===== config.mk =====
export PLATFORM = sky130hd
export DESIGN_NAME = mcu_dbus_ctrl
export DESIGN_NICKNAME = d
export VERILOG_FILES = /design/src/rtl/mcu_bus_pkg.sv /design/src/rtl/mcu_io_regs.sv /design/src/rtl/mcu_dbus_ctrl.sv
export SDC_FILE = /design/constraint.sdc
export NUM_CORES = 1
export LEC_CHECK = 0
export ABC_CLOCK_PERIOD_IN_PS = 2400
export CAP_MARGIN = 30
export CORE_AREA = 2 2 101 103
export CTS_CLUSTER_SIZE = 14
export DETAILED_ROUTE_END_ITERATION = 8
export DIE_AREA = 0 0 103 105
export PLACE_DENSITY_LB_ADDON = 0.12
export SYNTH_ARGS = -nofsm -noshare
export SYNTH_HDL_FRONTEND = slang
export SYNTH_SLANG_ARGS = --single-unit

===== constraint.sdc =====
create_clock -name clk -period 2.4 [get_ports clk]
set_clock_uncertainty 0.2 [all_clocks]
set_input_delay 0.36 -clock clk [delete_from_list [all_inputs] [get_ports clk]]
set_output_delay 0.36 -clock clk [all_outputs]
set_load 0.02 [all_outputs]

===== src/rtl/mcu_bus_pkg.sv =====
// Shared data-bus definitions: FSM state encoding, rw encoding and the
// default I/O base address used by the ROM/assembler memory map.
package mcu_bus_pkg;

   typedef enum logic [1:0] {
      IDLE     = 2'd0,
      RAM_WAIT = 2'd1,
      RESP     = 2'd2
   } bus_state_e;

   localparam logic BUS_READ  = 1'b0;
   localparam logic BUS_WRITE = 1'b1;

   localparam logic [7:0] IO_BASE_DEFAULT = 8'hF0;

   // Wide enough for the largest supported RAM latency (15).
   localparam int unsigned WAIT_CW = 4;

endpackage


===== src/rtl/mcu_io_regs.sv =====
// Memory-mapped output register bank: decodes the I/O index, applies the
// write strobe, provides the read mux and flags unmapped indices.
module mcu_io_regs
   import mcu_bus_pkg::*;
#(
   parameter int unsigned     DW      = 8,
   parameter int unsigned     AW      = 8,
   parameter int unsigned     NPORTS  = 4,
   parameter logic [AW-1:0]   IO_BASE = AW'(IO_BASE_DEFAULT)
) (
   input  logic                 clk_i,
   input  logic                 reset_i,
   input  logic                 wr_en_i,
   input  logic [AW-1:0]        addr_i,
   input  logic [DW-1:0]        wdata_i,
   output logic [DW-1:0]        rdata_o,
   output logic                 unmapped_o,
   output logic [NPORTS*DW-1:0] port_o
);

   logic [AW-1:0] idx;
   logic [DW-1:0] port_q [NPORTS];
   logic [DW-1:0] port_d [NPORTS];

   // Index relative to the start of the I/O window.
   always_comb begin
      idx = addr_i - IO_BASE;
   end

   // Read mux and mapped/unmapped decode.
   always_comb begin
      rdata_o    = '0;
      unmapped_o = 1'b1;
      for (int unsigned k = 0; k < NPORTS; k++) begin
         if (idx == AW'(k)) begin
            rdata_o    = port_q[k];
            unmapped_o = 1'b0;
         end
      end
   end

   // Next-state of the register bank; unmapped writes fall through untouched.
   always_comb begin
      for (int unsigned k = 0; k < NPORTS; k++) begin
         port_d[k] = port_q[k];
         if (wr_en_i && (idx == AW'(k))) begin
            port_d[k] = wdata_i;
         end
      end
   end

   // Register bank storage with synchronous reset.
   always_ff @(posedge clk_i) begin
      for (int unsigned k = 0; k < NPORTS; k++) begin
         if (reset_i) begin
            port_q[k] <= '0;
         end else begin
            port_q[k] <= port_d[k];
         end
      end
   end

   // Flatten the bank: port k occupies bits [k*DW +: DW].
   always_comb begin
      for (int unsigned k = 0; k < NPORTS; k++) begin
         port_o[k*DW +: DW] = port_q[k];
      end
   end

endmodule


===== src/rtl/mcu_dbus_ctrl.sv =====
// Data-bus controller between the CPU data port and data RAM: decodes RAM
// versus memory-mapped output ports, inserts RAM wait states and returns a
// one-cycle ready pulse per access. All outputs are registered.
// Optional: define MCU_BUS_ERR_EN to add the sticky bus_err output, set on
// any access to an unmapped I/O address.
module mcu_dbus_ctrl
   import mcu_bus_pkg::*;
#(
   parameter int unsigned     DW      = 8,
   parameter int unsigned     AW      = 8,
   parameter int unsigned     NPORTS  = 4,
   parameter logic [AW-1:0]   IO_BASE = AW'(IO_BASE_DEFAULT),
   parameter int unsigned     RAM_LAT = 1
) (
   input  logic                 clk,
   input  logic                 reset,
   input  logic                 cpu_req,
   input  logic                 cpu_rw,
   input  logic [AW-1:0]        cpu_addr,
   input  logic [DW-1:0]        cpu_wdata,
   output logic [DW-1:0]        cpu_rdata,
   output logic                 cpu_ready,
   output logic                 ram_en,
   output logic                 ram_we,
   output logic [AW-1:0]        ram_addr,
   output logic [DW-1:0]        ram_wdata,
   input  logic [DW-1:0]        ram_rdata,
`ifdef MCU_BUS_ERR_EN
   output logic                 bus_err,
`endif
   output logic [NPORTS*DW-1:0] port_out
);

   if (RAM_LAT < 1 || RAM_LAT > 15) begin : g_bad_ram_lat
      $fatal(1, "mcu_dbus_ctrl: RAM_LAT must be in 1..15");
   end
   if (NPORTS < 1 || NPORTS > 16) begin : g_bad_nports
      $fatal(1, "mcu_dbus_ctrl: NPORTS must be in 1..16");
   end

   bus_state_e         state_q, state_d;
   logic [WAIT_CW-1:0] cnt_q, cnt_d;
   logic [DW-1:0]      cpu_rdata_q, cpu_rdata_d;
   logic               cpu_ready_q, cpu_ready_d;
   logic               ram_en_q, ram_en_d;
   logic               ram_we_q, ram_we_d;
   logic [AW-1:0]      ram_addr_q, ram_addr_d;
   logic [DW-1:0]      ram_wdata_q, ram_wdata_d;

   logic               is_io;
   logic               accept;
   logic               io_wr;
   logic [DW-1:0]      io_rdata;
   logic               io_unmapped;

   always_comb begin
      is_io  = (cpu_addr >= IO_BASE);
      accept = (state_q == IDLE) && cpu_req;
   end

   mcu_io_regs #(
      .DW      (DW),
      .AW      (AW),
      .NPORTS  (NPORTS),
      .IO_BASE (IO_BASE)
   ) u_io_regs (
      .clk_i      (clk),
      .reset_i    (reset),
      .wr_en_i    (io_wr),
      .addr_i     (cpu_addr),
      .wdata_i    (cpu_wdata),
      .rdata_o    (io_rdata),
      .unmapped_o (io_unmapped),
      .port_o     (port_out)
   );

   // State register.
   always_ff @(posedge clk) begin
      if (reset) begin
         state_q <= IDLE;
      end else begin
         state_q <= state_d;
      end
   end

   // Next-state logic.
   always_comb begin
      state_d = state_q;
      unique case (state_q)
         IDLE: begin
            if (cpu_req) begin
               state_d = is_io ? RESP : RAM_WAIT;
            end
         end
         RAM_WAIT: begin
            if (cnt_q == '0) begin
               state_d = RESP;
            end
         end
         RESP:    state_d = IDLE;
         default: state_d = IDLE;
      endcase
   end

   // Output next-values; registers hold unless the current state updates them.
   always_comb begin
      cnt_d       = cnt_q;
      cpu_rdata_d = cpu_rdata_q;
      cpu_ready_d = 1'b0;
      ram_en_d    = ram_en_q;
      ram_we_d    = ram_we_q;
      ram_addr_d  = ram_addr_q;
      ram_wdata_d = ram_wdata_q;
      io_wr       = 1'b0;
      unique case (state_q)
         IDLE: begin
            if (accept && is_io) begin
               io_wr       = (cpu_rw == BUS_WRITE);
               cpu_ready_d = 1'b1;
               if (cpu_rw == BUS_READ) begin
                  cpu_rdata_d = io_rdata;
               end
            end else if (accept) begin
               ram_en_d    = 1'b1;
               ram_we_d    = cpu_rw;
               ram_addr_d  = cpu_addr;
               ram_wdata_d = cpu_wdata;
               cnt_d       = WAIT_CW'(RAM_LAT - 1);
            end
         end
         RAM_WAIT: begin
            if (cnt_q != '0) begin
               cnt_d = cnt_q - 1'b1;
            end else begin
               if (ram_we_q == BUS_READ) begin
                  cpu_rdata_d = ram_rdata;
               end
               ram_en_d    = 1'b0;
               ram_we_d    = 1'b0;
               cpu_ready_d = 1'b1;
            end
         end
         default: ;
      endcase
   end

   // Registered outputs and wait counter.
   always_ff @(posedge clk) begin
      if (reset) begin
         cnt_q       <= '0;
         cpu_rdata_q <= '0;
         cpu_ready_q <= 1'b0;
         ram_en_q    <= 1'b0;
         ram_we_q    <= 1'b0;
         ram_addr_q  <= '0;
         ram_wdata_q <= '0;
      end else begin
         cnt_q       <= cnt_d;
         cpu_rdata_q <= cpu_rdata_d;
         cpu_ready_q <= cpu_ready_d;
         ram_en_q    <= ram_en_d;
         ram_we_q    <= ram_we_d;
         ram_addr_q  <= ram_addr_d;
         ram_wdata_q <= ram_wdata_d;
      end
   end

   always_comb begin
      cpu_rdata = cpu_rdata_q;
      cpu_ready = cpu_ready_q;
      ram_en    = ram_en_q;
      ram_we    = ram_we_q;
      ram_addr  = ram_addr_q;
      ram_wdata = ram_wdata_q;
   end

`ifdef MCU_BUS_ERR_EN
   logic bus_err_q;

   // Sticky error flag, raised together with the ready pulse of an unmapped access.
   always_ff @(posedge clk) begin
      if (reset) begin
         bus_err_q <= 1'b0;
      end else if (accept && is_io && io_unmapped) begin
         bus_err_q <= 1'b1;
      end
   end

   always_comb begin
      bus_err = bus_err_q;
   end
`endif

endmodule

==> flow_metrics.py <==
metrics = {
    "status": {
        "outcome": "completed",
    },
    "floorplanning": {
        "row_count": 36,
        "core_um2": 9640,
        "io_pins": 87,
        "die_width_um": 103,
        "die-height_um": 105,
        "die_area_um2": 10800,
        "initial_utilization_pct": 29.8,
    },
    "cts": {
        "insertion_delay_ps": 330,
        "cts-htree-levels": 3,
        "clock_tree.buffer_depth": 2,
        "post_cts.repair.setup_buffers": 0,
        "worst_setup_hold_path_clk_slew_ps": 80,
        "tritoncts_clock_tree": "done",
        "cts.repair.resized": 0,
        "numCtsBuffers": 9,
        "number_of_buffers_inserted_for_hold_repair_after_clock_tree_synthesis": 0,
        "cts.sink_count": 65,
        "cts.root.buffer_cell": "sky130_fd_sc_hd__clkbuf_8",
    },
    "global_route": {
        "first_global_vias": 2542,
        "grt_first_pass_wirelength_um": 13200,
        "grtUsageTotal_pct": 15.7,
        "antenna_violations_before_repair": 0,
        "grt_start_max_net_pins": 36,
        "grt.overflow.total": 0,
    },
    "route": {
        "wire_per_inst_um": 15.3,
        "vias": 2511,
        "drc_errors": 0,
        "post_drt_via_cell_ratio": 4.67,
        "routed_wl_um": 8250,
        "route.antenna.remaining_nets": 0,
        "drt_first_iter_violations": 99,
        "detail_route.first_pass.iterations": 4,
    },
    "setup_path": {
        "crit_type": "input port to flop",
        "cp-start-kind": "input port",
        "worst_setup_path_end_kind": "flop",
        "worst_r2r_endpoint": "cpu_rdata[6]",
        "worst_r2r_startpoint": "cnt_q[0]",
        "crit_path_max_fanout": 8,
        "crit_required_ps": 2420,
        "reg2reg_depth": 6,
        "cp.arrival_ps": 2100,
        "r2r_slack_ps": 450,
    },
    "yosys": {
        "syn_nets": 342,
        "synth.yosys.warnings": 0,
        "synth_sequential_area_ratio_pct": 45.3,
        "synth_top_family_by_area": "simple AND/OR/NAND/NOR gates",
        "syn_area_um2": 2870,
        "ys_types": 38,
        "post_synth_fa_ha_maj_area_fraction_pct": 0.871,
        "post_synth_mux_area_share_pct": 11.5,
        "synth_area_in_compound_gates_pct": 15.3,
        "netlist.area_leader.share_pct": 45.3,
        "avgSynthCellArea_um2": 9.21,
        "syn-instance-count": 312,
        "synth.top_cells.by_area": "sky130_fd_sc_hd__dfxtp_1 45%, sky130_fd_sc_hd__mux2i_1 11%, sky130_fd_sc_hd__nor2_1 6.7%",
        "xor_and_xnor_area_share_after_synthesis_pct": 0,
        "post-synth-top-area-cell": "sky130_fd_sc_hd__dfxtp_1",
        "postSynthRegisterBits": 65,
        "basic_gate_share_of_the_synthesized_area_counting_and_or_nand_and_nor_cells_pct": 22.6,
    },
    "placed_design": {
        "placed_cells": 522,
        "area_of_placed_instances_um2": 3860,
        "post-dp-hpwl_um": 5970,
        "buffer_ports.inserted": 86,
        "finalWeightedCongestion": 0.783,
    },
    "sta": {
        "max_freq_mhz": 480,
        "rsz0062_at_grt": "false",
        "max_slew_margin_pct": 66.7,
        "hold_violations": 0,
        "final.period_utilization_pct": 86.7,
        "minimum_period_implied_by_the_final_worst_setup_slack_ps": 2080,
        "worstMarginPinSlew_ps": 499,
        "finalSetupViolations": 0,
        "worst_hold_slack_ps": 251,
        "timing.final.max_slew_violations": 0,
    },
    "worst_hold_path": {
        "whs_endpoint": "u_io_regs.port_q[2][2]",
        "worst_hold_path.num_cells": 2,
        "worst_hold_startpoint": "reset",
        "hold_path.class": "input port to flop",
    },
    "layout": {
        "antennaDiodeCount": 0,
        "syn_to_final_growth_pct": 42.7,
        "fill_cells": 1010,
        "postLayoutCellArea_um2": 4100,
        "fin_cells": 538,
        "finalNetCount": 430,
        "drive_above_1_share_pct": 11.4,
    },
    "power": {
        "worst_ir_drop_vdd_mv": 0.398,
        "pwr_density_cell_nw_per_um2": 659,
        "static_leakage_nw": 1.72,
    },
    "run": {
        "drv.max_cap_violation_count": 0,
    },
}
-- worst max-delay path by stage --
stage,from,end,slack [ps],depth (start not counted)
final,cpu_addr[2],u_io_regs.port_q[3][0],320,5
after global routing,cpu_addr[2],u_io_regs.port_q[3][0],160,5
after CTS,cpu_addr[2],u_io_regs.port_q[3][0],340,5
after detailed placement,cpu_addr[2],u_io_regs.port_q[3][5],-20,5
after global placement,cpu_addr[2],u_io_regs.port_q[3][4],30,5
after floorplan,cnt_q[0],cnt_q[3],650,6
-- worst max-delay path, stage by stage --
cell and delay [ps]:
sky130_fd_sc_hd__clkdlybuf4s50_1 510, sky130_fd_sc_hd__nor3b_1 470, sky130_fd_sc_hd__nand4_2 420, sky130_fd_sc_hd__mux2i_1 280, sky130_fd_sc_hd__nor2_1 60
-- synthesized netlist by cell type --
cell and count:
sky130_fd_sc_hd__a2bb2oi_1 9, sky130_fd_sc_hd__or3_1 3, sky130_fd_sc_hd__nand2b_1 2, sky130_fd_sc_hd__nor2b_2 1, sky130_fd_sc_hd__a22oi_1 2, sky130_fd_sc_hd__and4bb_2 1
sky130_fd_sc_hd__and2_1 1, sky130_fd_sc_hd__or3b_1 1, sky130_fd_sc_hd__or4_1 1, sky130_fd_sc_hd__a21boi_1 1, sky130_fd_sc_hd__nor3b_1 2, sky130_fd_sc_hd__o21ai_0 4
sky130_fd_sc_hd__a21oi_2 1, sky130_fd_sc_hd__a32o_1 9, sky130_fd_sc_hd__a21boi_0 8, sky130_fd_sc_hd__o31ai_1 2, sky130_fd_sc_hd__inv_1 5, sky130_fd_sc_hd__nor2b_1 3
sky130_fd_sc_hd__and3_1 1, sky130_fd_sc_hd__clkbuf_1 7, sky130_fd_sc_hd__o211ai_1 8, sky130_fd_sc_hd__nand2_1 35, sky130_fd_sc_hd__nand4_1 1, sky130_fd_sc_hd__nor2_8 1
sky130_fd_sc_hd__nor2_1 51, sky130_fd_sc_hd__nor3_1 7, sky130_fd_sc_hd__buf_1 1, sky130_fd_sc_hd__ha_1 2, sky130_fd_sc_hd__nor3b_2 3, sky130_fd_sc_hd__inv_2 1
sky130_fd_sc_hd__nand4_2 4, sky130_fd_sc_hd__a21oi_1 17, sky130_fd_sc_hd__buf_2 6, sky130_fd_sc_hd__or2_2 8, sky130_fd_sc_hd__and4_4 1, sky130_fd_sc_hd__buf_6 4
sky130_fd_sc_hd__dfxtp_1 65, sky130_fd_sc_hd__mux2i_1 33
-- cells in the final DEF (no fill, tap or decap), types with 2 or more instances in the layout --
cell / synthesis / layout
sky130_fd_sc_hd__a21boi_0: 8 / 8
sky130_fd_sc_hd__a21oi_1: 17 / 17
sky130_fd_sc_hd__a22oi_1: 2 / 2
sky130_fd_sc_hd__a2bb2oi_1: 9 / 9
sky130_fd_sc_hd__a32o_1: 9 / 9
sky130_fd_sc_hd__buf_4: 0 / 9
sky130_fd_sc_hd__bufinv_16: 0 / 3
sky130_fd_sc_hd__clkbuf_8: 0 / 9
sky130_fd_sc_hd__clkdlybuf4s50_1: 0 / 85
sky130_fd_sc_hd__dfxtp_1: 65 / 65
sky130_fd_sc_hd__ha_1: 2 / 2
sky130_fd_sc_hd__inv_1: 5 / 5
sky130_fd_sc_hd__mux2i_1: 33 / 33
sky130_fd_sc_hd__nand2_1: 35 / 35
sky130_fd_sc_hd__nand2b_1: 2 / 2
sky130_fd_sc_hd__nand4_2: 4 / 4
sky130_fd_sc_hd__nor2_1: 51 / 51
sky130_fd_sc_hd__nor2b_1: 3 / 3
sky130_fd_sc_hd__nor3_1: 7 / 7
sky130_fd_sc_hd__nor3b_1: 2 / 2
sky130_fd_sc_hd__nor3b_2: 3 / 3
sky130_fd_sc_hd__o211ai_1: 8 / 8
sky130_fd_sc_hd__o21ai_0: 4 / 4
sky130_fd_sc_hd__o31ai_1: 2 / 2
sky130_fd_sc_hd__or2_2: 8 / 8
sky130_fd_sc_hd__or3_1: 3 / 3
-- flip-flops by register name, summed over array words and instances, names as in the netlist --
signal            flops
cpu_rdata             8
ram_addr              8
ram_wdata             8
cnt_q                 4
state_q               2
cpu_ready             1
ram_we                1
ram_en                1
u_io_regs.port_q     32
-- layout make-up --
type / count / area, um^2 / share of cell area, %
Clock buffer: 10 / 128 / 3.11
Clock inverter: 6 / 115 / 2.81
Inverter: 6 / 22.5 / 0.549
Multi-Input combinational cell: 223 / 1440 / 35.2
Sequential cell: 65 / 1300 / 31.7
Tap cell: 133 / 166 / 4.06
Timing Repair Buffer: 95 / 923 / 22.5
-- where the power goes --
| part | leakage (nW) | internal [mW] | total, mW | switching [mW] |
|---|---|---|---|---|
| combinational | 1.08 | 0.191 | 0.417 | 0.226 |
| clock | 0.117 | 0.696 | 1.13 | 0.438 |
| sequential | 0.527 | 1.12 | 1.15 | 0.0317 |
-- layer usage --
metal	share of wire (%)	GRT usage, %
met3	6.1	4.21
met4	1.8	5.92
met5	0	0
met1	49	21.9
met2	43	22.8
-- cell families after synthesis --
family                     Yosys count
adders and majority gates            2
buffers and inverters               24
AOI/OAI and AO/OA                   61
muxes                               33
DFF                                 65
and+or+nand+nor                    127
-- metrics by stage --
| step | setup TNS, ps | setup WS, ps | utilization, % | total power [mW] |
|---|---|---|---|---|
| after CTS | 0 | 345 | 42.5 | 2.74 |
| after detailed placement | -85.0 | -17.9 | 40.0 | 1.59 |
| after floorplan | 0 | 649 | - | 1.42 |
| final | 0 | 319 | 42.5 | 2.70 |
| after global placement | 0 | 27.3 | 40.0 | 1.59 |
| after global routing | 0 | 162 | 42.5 | 2.83 |
Power figures use the tool's default switching activity.
